==> config.mk <==
export PLATFORM = sky130hd
export DESIGN_NAME = bp_nbf_axil_receiver
export DESIGN_NICKNAME = d
export VERILOG_FILES = /design/src/rtl/bp_nbf_pkg.sv /design/src/rtl/bp_nbf_axil_receiver.sv
export SDC_FILE = /design/constraint.sdc
export NUM_CORES = 1
export LEC_CHECK = 0
export ABC_CLOCK_PERIOD_IN_PS = 2400
export CORE_AREA = 2 2 202 204
export DETAILED_ROUTE_END_ITERATION = 12
export DIE_AREA = 0 0 204 206
export PLACE_DENSITY = 0.8
export SYNTH_ARGS = -nofsm -noshare
export SYNTH_HDL_FRONTEND = slang
export SYNTH_SLANG_ARGS = --single-unit
==> constraint.sdc <==
create_clock -name s_axil_aclk -period 2.4 [get_ports s_axil_aclk]
set_input_delay 0.24 -clock s_axil_aclk [delete_from_list [all_inputs] [get_ports s_axil_aclk]]
set_output_delay 0.24 -clock s_axil_aclk [all_outputs]
set_load 0.01 [all_outputs]
==> src/rtl/bp_nbf_pkg.sv <==
`default_nettype none
// ============================================================================
//  Package  : bp_nbf_pkg
//  Purpose  : Shared NBF command layout and constants for the AXI-Lite receiver
//  Revision : 1.0
// ============================================================================
package bp_nbf_pkg;

    localparam int c_nbf_opcode_width = 8;
    localparam int c_nbf_addr_width   = 64;
    localparam int c_nbf_data_width   = 64;
    localparam int c_nbf_width        = c_nbf_opcode_width + c_nbf_addr_width + c_nbf_data_width;
    localparam int c_nbf_flit_width   = 32;
    localparam int c_nbf_flit_count   = 5;
    localparam int c_nbf_cnt_width    = 3;
    localparam int c_cmd_cnt_width    = 31;

    localparam logic [c_nbf_opcode_width-1:0] c_nbf_opcode_finish = 8'hFF;

    localparam logic [1:0] c_axi_resp_okay   = 2'b00;
    localparam logic [1:0] c_axi_resp_slverr = 2'b10;

    typedef struct packed {
        logic [c_nbf_opcode_width-1:0] opcode;
        logic [c_nbf_addr_width-1:0]   addr;
        logic [c_nbf_data_width-1:0]   data;
    } bp_nbf_s;

    typedef enum logic [0:0] {
        e_idle = 1'b0,
        e_resp = 1'b1
    } rd_state_e;

    function automatic logic [c_cmd_cnt_width-1:0] sat_inc(input logic [c_cmd_cnt_width-1:0] v);
        return (&v) ? v : v + 1'b1;
    endfunction

endpackage
`default_nettype wire

==> src/rtl/bp_nbf_axil_receiver.sv <==
`default_nettype none
// ============================================================================
//  Module   : bp_nbf_axil_receiver
//  Purpose  : AXI-Lite slave assembling five 32-bit writes into one NBF command
//  Revision : 1.0
// ============================================================================
module bp_nbf_axil_receiver
    import bp_nbf_pkg::*;
#(
    parameter int                           S_AXIL_ADDR_WIDTH = 64,
    parameter int                           S_AXIL_DATA_WIDTH = 32,
    parameter logic [S_AXIL_ADDR_WIDTH-1:0] nbf_host_addr_p   = '0
) (
    input  logic                             s_axil_aclk,
    input  logic                             s_axil_aresetn,

    input  logic [S_AXIL_ADDR_WIDTH-1:0]     s_axil_awaddr,
    input  logic                             s_axil_awvalid,
    output logic                             s_axil_awready,
    input  logic [2:0]                       s_axil_awprot,

    input  logic [S_AXIL_DATA_WIDTH-1:0]     s_axil_wdata,
    input  logic                             s_axil_wvalid,
    output logic                             s_axil_wready,
    input  logic [S_AXIL_DATA_WIDTH/8-1:0]   s_axil_wstrb,

    output logic                             s_axil_bvalid,
    input  logic                             s_axil_bready,
    output logic [1:0]                       s_axil_bresp,

    input  logic [S_AXIL_ADDR_WIDTH-1:0]     s_axil_araddr,
    input  logic                             s_axil_arvalid,
    output logic                             s_axil_arready,
    input  logic [2:0]                       s_axil_arprot,

    output logic [S_AXIL_DATA_WIDTH-1:0]     s_axil_rdata,
    output logic                             s_axil_rvalid,
    input  logic                             s_axil_rready,
    output logic [1:0]                       s_axil_rresp,

    output logic [c_nbf_width-1:0]           nbf_o,
    output logic                             nbf_v_o,
    input  logic                             nbf_ready_i,
    output logic                             done_o
);

    localparam int c_pkt_width = c_nbf_addr_width + c_nbf_data_width;
    localparam logic [c_nbf_cnt_width-1:0] c_last_flit = c_nbf_cnt_width'(c_nbf_flit_count - 1);

    logic                             aw_full_q, aw_full_d;
    logic [S_AXIL_ADDR_WIDTH-1:0]     awaddr_q, awaddr_d;
    logic                             w_full_q, w_full_d;
    logic [S_AXIL_DATA_WIDTH-1:0]     wdata_q, wdata_d;
    logic [S_AXIL_DATA_WIDTH/8-1:0]   wstrb_q, wstrb_d;
    logic                             bvalid_q, bvalid_d;
    logic [1:0]                       bresp_q, bresp_d;
    logic [c_nbf_cnt_width-1:0]       word_cnt_q, word_cnt_d;
    logic [c_pkt_width-1:0]           pkt_q, pkt_d;
    bp_nbf_s                          nbf_q, nbf_d;
    logic                             nbf_v_q, nbf_v_d;
    logic                             done_q, done_d;
    logic [c_cmd_cnt_width-1:0]       cmd_cnt_q, cmd_cnt_d;

    rd_state_e                        rd_state_q;
    logic [S_AXIL_DATA_WIDTH-1:0]     rdata_q;
    logic [1:0]                       rresp_q;

    logic aw_hs, w_hs, nbf_hs, addr_hit, commit;
    logic unused_prot;

    // Ready is forced low while reset is asserted, not just after the first edge.
    assign s_axil_awready = s_axil_aresetn & ~aw_full_q;
    assign s_axil_wready  = s_axil_aresetn & ~w_full_q;
    assign s_axil_arready = s_axil_aresetn & (rd_state_q == e_idle);

    assign aw_hs    = s_axil_awvalid & s_axil_awready;
    assign w_hs     = s_axil_wvalid  & s_axil_wready;
    assign nbf_hs   = nbf_v_q & nbf_ready_i;
    assign addr_hit = (awaddr_q == nbf_host_addr_p) & (&wstrb_q);
    // A hit must not overwrite the packet while the previous command is still pending.
    assign commit   = aw_full_q & w_full_q & (~bvalid_q | s_axil_bready) & ~(addr_hit & nbf_v_q);

    assign unused_prot = ^{s_axil_awprot, s_axil_arprot};

    always_comb begin
        aw_full_d  = aw_full_q;
        awaddr_d   = awaddr_q;
        w_full_d   = w_full_q;
        wdata_d    = wdata_q;
        wstrb_d    = wstrb_q;
        bvalid_d   = bvalid_q;
        bresp_d    = bresp_q;
        word_cnt_d = word_cnt_q;
        pkt_d      = pkt_q;
        nbf_d      = nbf_q;
        nbf_v_d    = nbf_v_q;
        done_d     = done_q;
        cmd_cnt_d  = cmd_cnt_q;

        if (aw_hs) begin
            aw_full_d = 1'b1;
            awaddr_d  = s_axil_awaddr;
        end
        if (w_hs) begin
            w_full_d = 1'b1;
            wdata_d  = s_axil_wdata;
            wstrb_d  = s_axil_wstrb;
        end

        if (commit) begin
            aw_full_d = 1'b0;
            w_full_d  = 1'b0;
            bvalid_d  = 1'b1;
            if (addr_hit) begin
                bresp_d = c_axi_resp_okay;
                if (word_cnt_q == c_last_flit) begin
                    nbf_d      = {wdata_q[c_nbf_opcode_width-1:0], pkt_q};
                    nbf_v_d    = 1'b1;
                    word_cnt_d = '0;
                end else begin
                    pkt_d[{word_cnt_q[1:0], 5'd0} +: c_nbf_flit_width] = wdata_q[c_nbf_flit_width-1:0];
                    word_cnt_d = word_cnt_q + 1'b1;
                end
            end else begin
                bresp_d = c_axi_resp_slverr;
            end
        end else if (s_axil_bready) begin
            bvalid_d = 1'b0;
        end

        if (nbf_hs) begin
            nbf_v_d   = 1'b0;
            cmd_cnt_d = sat_inc(cmd_cnt_q);
            if (nbf_q.opcode == c_nbf_opcode_finish) begin
                done_d = 1'b1;
            end
        end
    end

    always_ff @(posedge s_axil_aclk or negedge s_axil_aresetn) begin
        if (!s_axil_aresetn) begin
            aw_full_q  <= 1'b0;
            awaddr_q   <= '0;
            w_full_q   <= 1'b0;
            wdata_q    <= '0;
            wstrb_q    <= '0;
            bvalid_q   <= 1'b0;
            bresp_q    <= '0;
            word_cnt_q <= '0;
            pkt_q      <= '0;
            nbf_q      <= '0;
            nbf_v_q    <= 1'b0;
            done_q     <= 1'b0;
            cmd_cnt_q  <= '0;
        end else begin
            aw_full_q  <= aw_full_d;
            awaddr_q   <= awaddr_d;
            w_full_q   <= w_full_d;
            wdata_q    <= wdata_d;
            wstrb_q    <= wstrb_d;
            bvalid_q   <= bvalid_d;
            bresp_q    <= bresp_d;
            word_cnt_q <= word_cnt_d;
            pkt_q      <= pkt_d;
            nbf_q      <= nbf_d;
            nbf_v_q    <= nbf_v_d;
            done_q     <= done_d;
            cmd_cnt_q  <= cmd_cnt_d;
        end
    end

    // Status is snapshotted at the AR handshake and held for the whole R phase.
    always_ff @(posedge s_axil_aclk or negedge s_axil_aresetn) begin
        if (!s_axil_aresetn) begin
            rd_state_q <= e_idle;
            rdata_q    <= '0;
            rresp_q    <= '0;
        end else begin
            case (rd_state_q)
                e_idle: begin
                    if (s_axil_arvalid) begin
                        rd_state_q <= e_resp;
                        if (s_axil_araddr == nbf_host_addr_p) begin
                            rdata_q <= S_AXIL_DATA_WIDTH'({done_q, cmd_cnt_q});
                            rresp_q <= c_axi_resp_okay;
                        end else begin
                            rdata_q <= '0;
                            rresp_q <= c_axi_resp_slverr;
                        end
                    end
                end
                e_resp: begin
                    if (s_axil_rready) begin
                        rd_state_q <= e_idle;
                    end
                end
                default: rd_state_q <= e_idle;
            endcase
        end
    end

    assign s_axil_bvalid = bvalid_q;
    assign s_axil_bresp  = bresp_q;
    assign s_axil_rvalid = (rd_state_q == e_resp);
    assign s_axil_rdata  = rdata_q;
    assign s_axil_rresp  = rresp_q;
    assign nbf_o         = nbf_q;
    assign nbf_v_o       = nbf_v_q;
    assign done_o        = done_q;

endmodule
`default_nettype wire

==> impl_metrics.ini <==
[drt]
via_per_inst = 5.09
firstDrtPassIters = 4
wl_per_cell_um = 19.8
routed_wl_um = 46000
via_count = 11800
drtAntennaViolNets = 0
dr.first_iter.drc_count = 589
drcViolationCount = 0

[power_and_ir_drop]
seqPwrFrac_pct = 50.9
p_total_mw = 18.1
switching_share_pct = 25.2
pwr-share-comb_pct = 10.6
pwr-share-clk_pct = 38.4
vdd_drop_max_v = 0.000567
switchingPower_mw = 4.55
internal-power_mw = 13.5
powerDensity_nw_per_um2 = 741
p_leak_nw = 12.6

[clock_network]
clock-sinks = 438
cts.reportedPaths.clkPinSlew_ps = 60
insertion_delay_ps = 570
ctsLongestPathBuffers = 3
numCtsBuffers = 45
cts_tree = yes
cts_root_buf = clkbuf_16
h-tree-depth = 2

[floorplanning]
ios = 357
start_util_pct = 46.1
rows = 74
coreArea_um2 = 40200
dieWidth_um = 204
die_area_um2 = 42000
die_y_um = 206

[sta]
setup_violations = 0
hold_violations = 0
finClkSkew_ps = 28.6
tightest_slew_ps = 1080
timing.hold.ws_ps = 124
slew_violations = 0
relSlewSlack_pct = 28.1
fmax_ghz = 0.435
post-route-min-period_ps = 2300
rsz0062_at_grt = false
period_share_pct = 95.9

[setup_path]
startpoint_type = flop
critPathBufInv = 3
reg2reg_setup_slack_ps = 100
crit_fanout = 18
crit_path_end_kind = flop
worstPathRequired_ps = 2840
r2r_cells = 8
r2r_end = nbf_o[65]$_DFFE_PN0P_
reg2reg_from = awaddr_q[42]$_DFFE_PN0P_
cp_cell_sequence = nor4_1, nand4_1, nor4_4, buf_4, nand4_4, buf_12, clkbuf_16, mux2_4
slowest_delay_ps = 380
crit_type = flop to flop
cp.arrival_ps = 2740
cp_slowest_cell = dfrtp_1
cpLargestDelayFamily = simple AND/OR/NAND/NOR gates

[run_status]
outcome = finished clean

[synthesis]
synth_cells = 1368
async_flop_share_pct = 100
yosysWarnings = 0
synthFlopType = dfrtp_1
syn_area_per_cell_um2 = 13.5
seq_area_frac_synth_pct = 59.2
synth_edf_count = 0
synth_cell_types = 45
synth_area_um2 = 18500
ys_ff_latch = 438

[global_route]
grt_pass1_vias = 12300
grt_max_degree = 193
grt_antenna_before_repair = 4
gr-total-overflow = 0
gr-usage-all-layers_pct = 21.7
grt_pass1_wl_um = 70000

[place]
io_buffers = 348
place_hpwl_um = 31500
post-place-cells = 2226
finalWeightedCongestion = 0.796
placed_area_um2 = 22700

[layout]
drive_gt1_share_pct = 21.1
fin_util_pct = 60.6
syn_to_final_growth_pct = 31.6
fin_area_um2 = 24400
nets = 1932
instances_no_fill = 2317

[worst_hold_path]
worstHoldPathType = primary input to asynchronous set/reset pin

[run]
cap_viol_max_count = 0
==> synth_stat cells (2+ instances only) <==
cell,instances,area [um^2]
and2_1,2,12.5
mux2i_1,130,1300
buf_2,16,80.1
xor2_1,12,105
and3_1,2,12.5
buf_4,2,15.0
mux2_4,129,1940
o31ai_1,2,15.0
or4_1,4,30.0
nor2_1,11,41.3
nor3_1,17,85.1
a21oi_1,5,25.0
buf_12,11,220
nand4_1,12,75.1
nor2b_1,3,18.8
o21ai_0,4,20.0
inv_1,139,522
a41o_1,2,20.0
ha_1,7,87.6
clkbuf_1,30,113
or3_1,4,25.0
nor3b_1,3,22.5
mux2_2,108,1220
nand3_1,19,95.1
nand2b_1,3,18.8
nand4_2,4,50.1
xnor2_1,17,149
nor4_1,32,200
buf_6,4,45.0
a22o_1,32,280
nand2_1,150,563
nor4_2,2,25.0
dfrtp_1,438,11000
==> worst reg2reg max path: cells and delay by family (launching register included) <==
kind	cells	cell delay [ps]
DFF	1	380
and+or+nand+nor	4	920
buffers and inverters	3	580
muxes	1	310
==> layout make-up <==
type | count | area, um^2
multi-input cells | 729 | 6660
flip-flops and latches | 438 | 11000
inverters | 139 | 522
clock buffers | 68 | 1360
fillers | 3114 | 15800
diodes | 3 | 7.51
well taps | 532 | 666
clock inverters | 14 | 135
repair buffers | 394 | 4060
==> cells by family (layout without fill, tap and decap cells) <==
kind of cell	Yosys count	count (layout)	synth area share [%]
AO/OA/AOI/OAI	50	50	2.18
XOR/XNOR	29	29	1.37
adder cells (fa/ha/maj)	7	7	0.473
buffers and inverters	202	615	5.37
flip-flops	438	438	59.2
multiplexers	367	367	24.1
other	1	5	0.0203
AND/OR/NAND/NOR	274	274	7.33
==> metrics by stage <==
step           setup TNS [ps]  worst slack (ps)
2_1_floorplan               0               139
3_3_place_gp             -972             -35.2
3_5_place_dp            -3750             -58.6
5_1_grt                     0              10.5
4_1_cts                     0              45.5
6_report                    0              99.4
==> cells in the final DEF, fill, tap and decap left out, types with 13 or more instances in the layout <==
cell type | netlist | layout
mux2_2 | 108 | 108
dfrtp_1 | 438 | 438
xnor2_1 | 17 | 17
clkbuf_16 | 0 | 48
clkdlybuf4s50_1 | 0 | 347
buf_4 | 2 | 28
mux2i_1 | 130 | 130
a22o_1 | 32 | 32
nand3_1 | 19 | 19
nor3_1 | 17 | 15
inv_1 | 139 | 139
mux2_4 | 129 | 129
buf_12 | 11 | 13
clkbuf_8 | 0 | 13
nand2_1 | 150 | 148
nor4_1 | 32 | 30
==> per-layer routing <==
layer | wire, um | GRT usage [%] | part of all wire, % | up-vias
li1 | - | - | - | 5411
met1 | 19000 | 27.2 | 41 | 5946
met2 | 22800 | 37.0 | 50 | 351
met3 | 2750 | 4.62 | 6.0 | 87
met4 | 1430 | 8.64 | 3.1 | 2
met5 | 14 | 0 | 0.030 | -
==> repair_timing <==
| item | in CTS | in global routing |
|---|---|---|
| hold buffers | 1 | 0 |
| setup endpoints to repair | 93 | 141 |
| gates resized for setup | 1 | 3 |
| setup buffers | 1 | 1 |
| hold endpoints to repair | 143 | 0 |
| pin swaps | 1 | 2 |
| gates cloned | 0 | 3 |
==> flip-flops by register name (all words and copies together) (netlist names) <==
signal and cells:
nbf_o 136, pkt_q 128, awaddr_q 64, s_axil_rdata 32, wdata_q 32, cmd_cnt_q 31, wstrb_q 4, word_cnt_q 3
aw_full_q 1, done_o 1, nbf_v_o 1, s_axil_bresp 1, s_axil_bvalid 1, s_axil_rresp 1, s_axil_rvalid 1, w_full_q 1
==> how the worst max path moves through the flow <==
stage                                   endpoint                startpoint  cells after the start  slack (ps)
floorplan                 nbf_o[100]$_DFFE_PN0P_  awaddr_q[36]$_DFFE_PN0P_                      7         140
global placement    s_axil_rdata[31]$_DFFE_PN0P_         s_axil_araddr[16]                      7         -40
detailed placement         nbf_o[16]$_DFFE_PN0P_  awaddr_q[42]$_DFFE_PN0P_                      6         -60
CTS                       nbf_o[118]$_DFFE_PN0P_  awaddr_q[25]$_DFFE_PN0P_                      7          50
global route               nbf_o[87]$_DFFE_PN0P_  awaddr_q[25]$_DFFE_PN0P_                      8          10
finish                     nbf_o[65]$_DFFE_PN0P_  awaddr_q[42]$_DFFE_PN0P_                      8         100
==> power groups by stage <==
stage	sequential [mW]	combinational (mW)	clock (mW)
finish	9.20	1.92	6.95
global route	9.31	2.12	7.45
floorplan	8.91	1.18	0
global placement	9.23	1.83	0
detailed placement	9.30	1.92	0
CTS	9.18	1.95	7.13
Note: power is estimated with default switching activity, not from simulation.
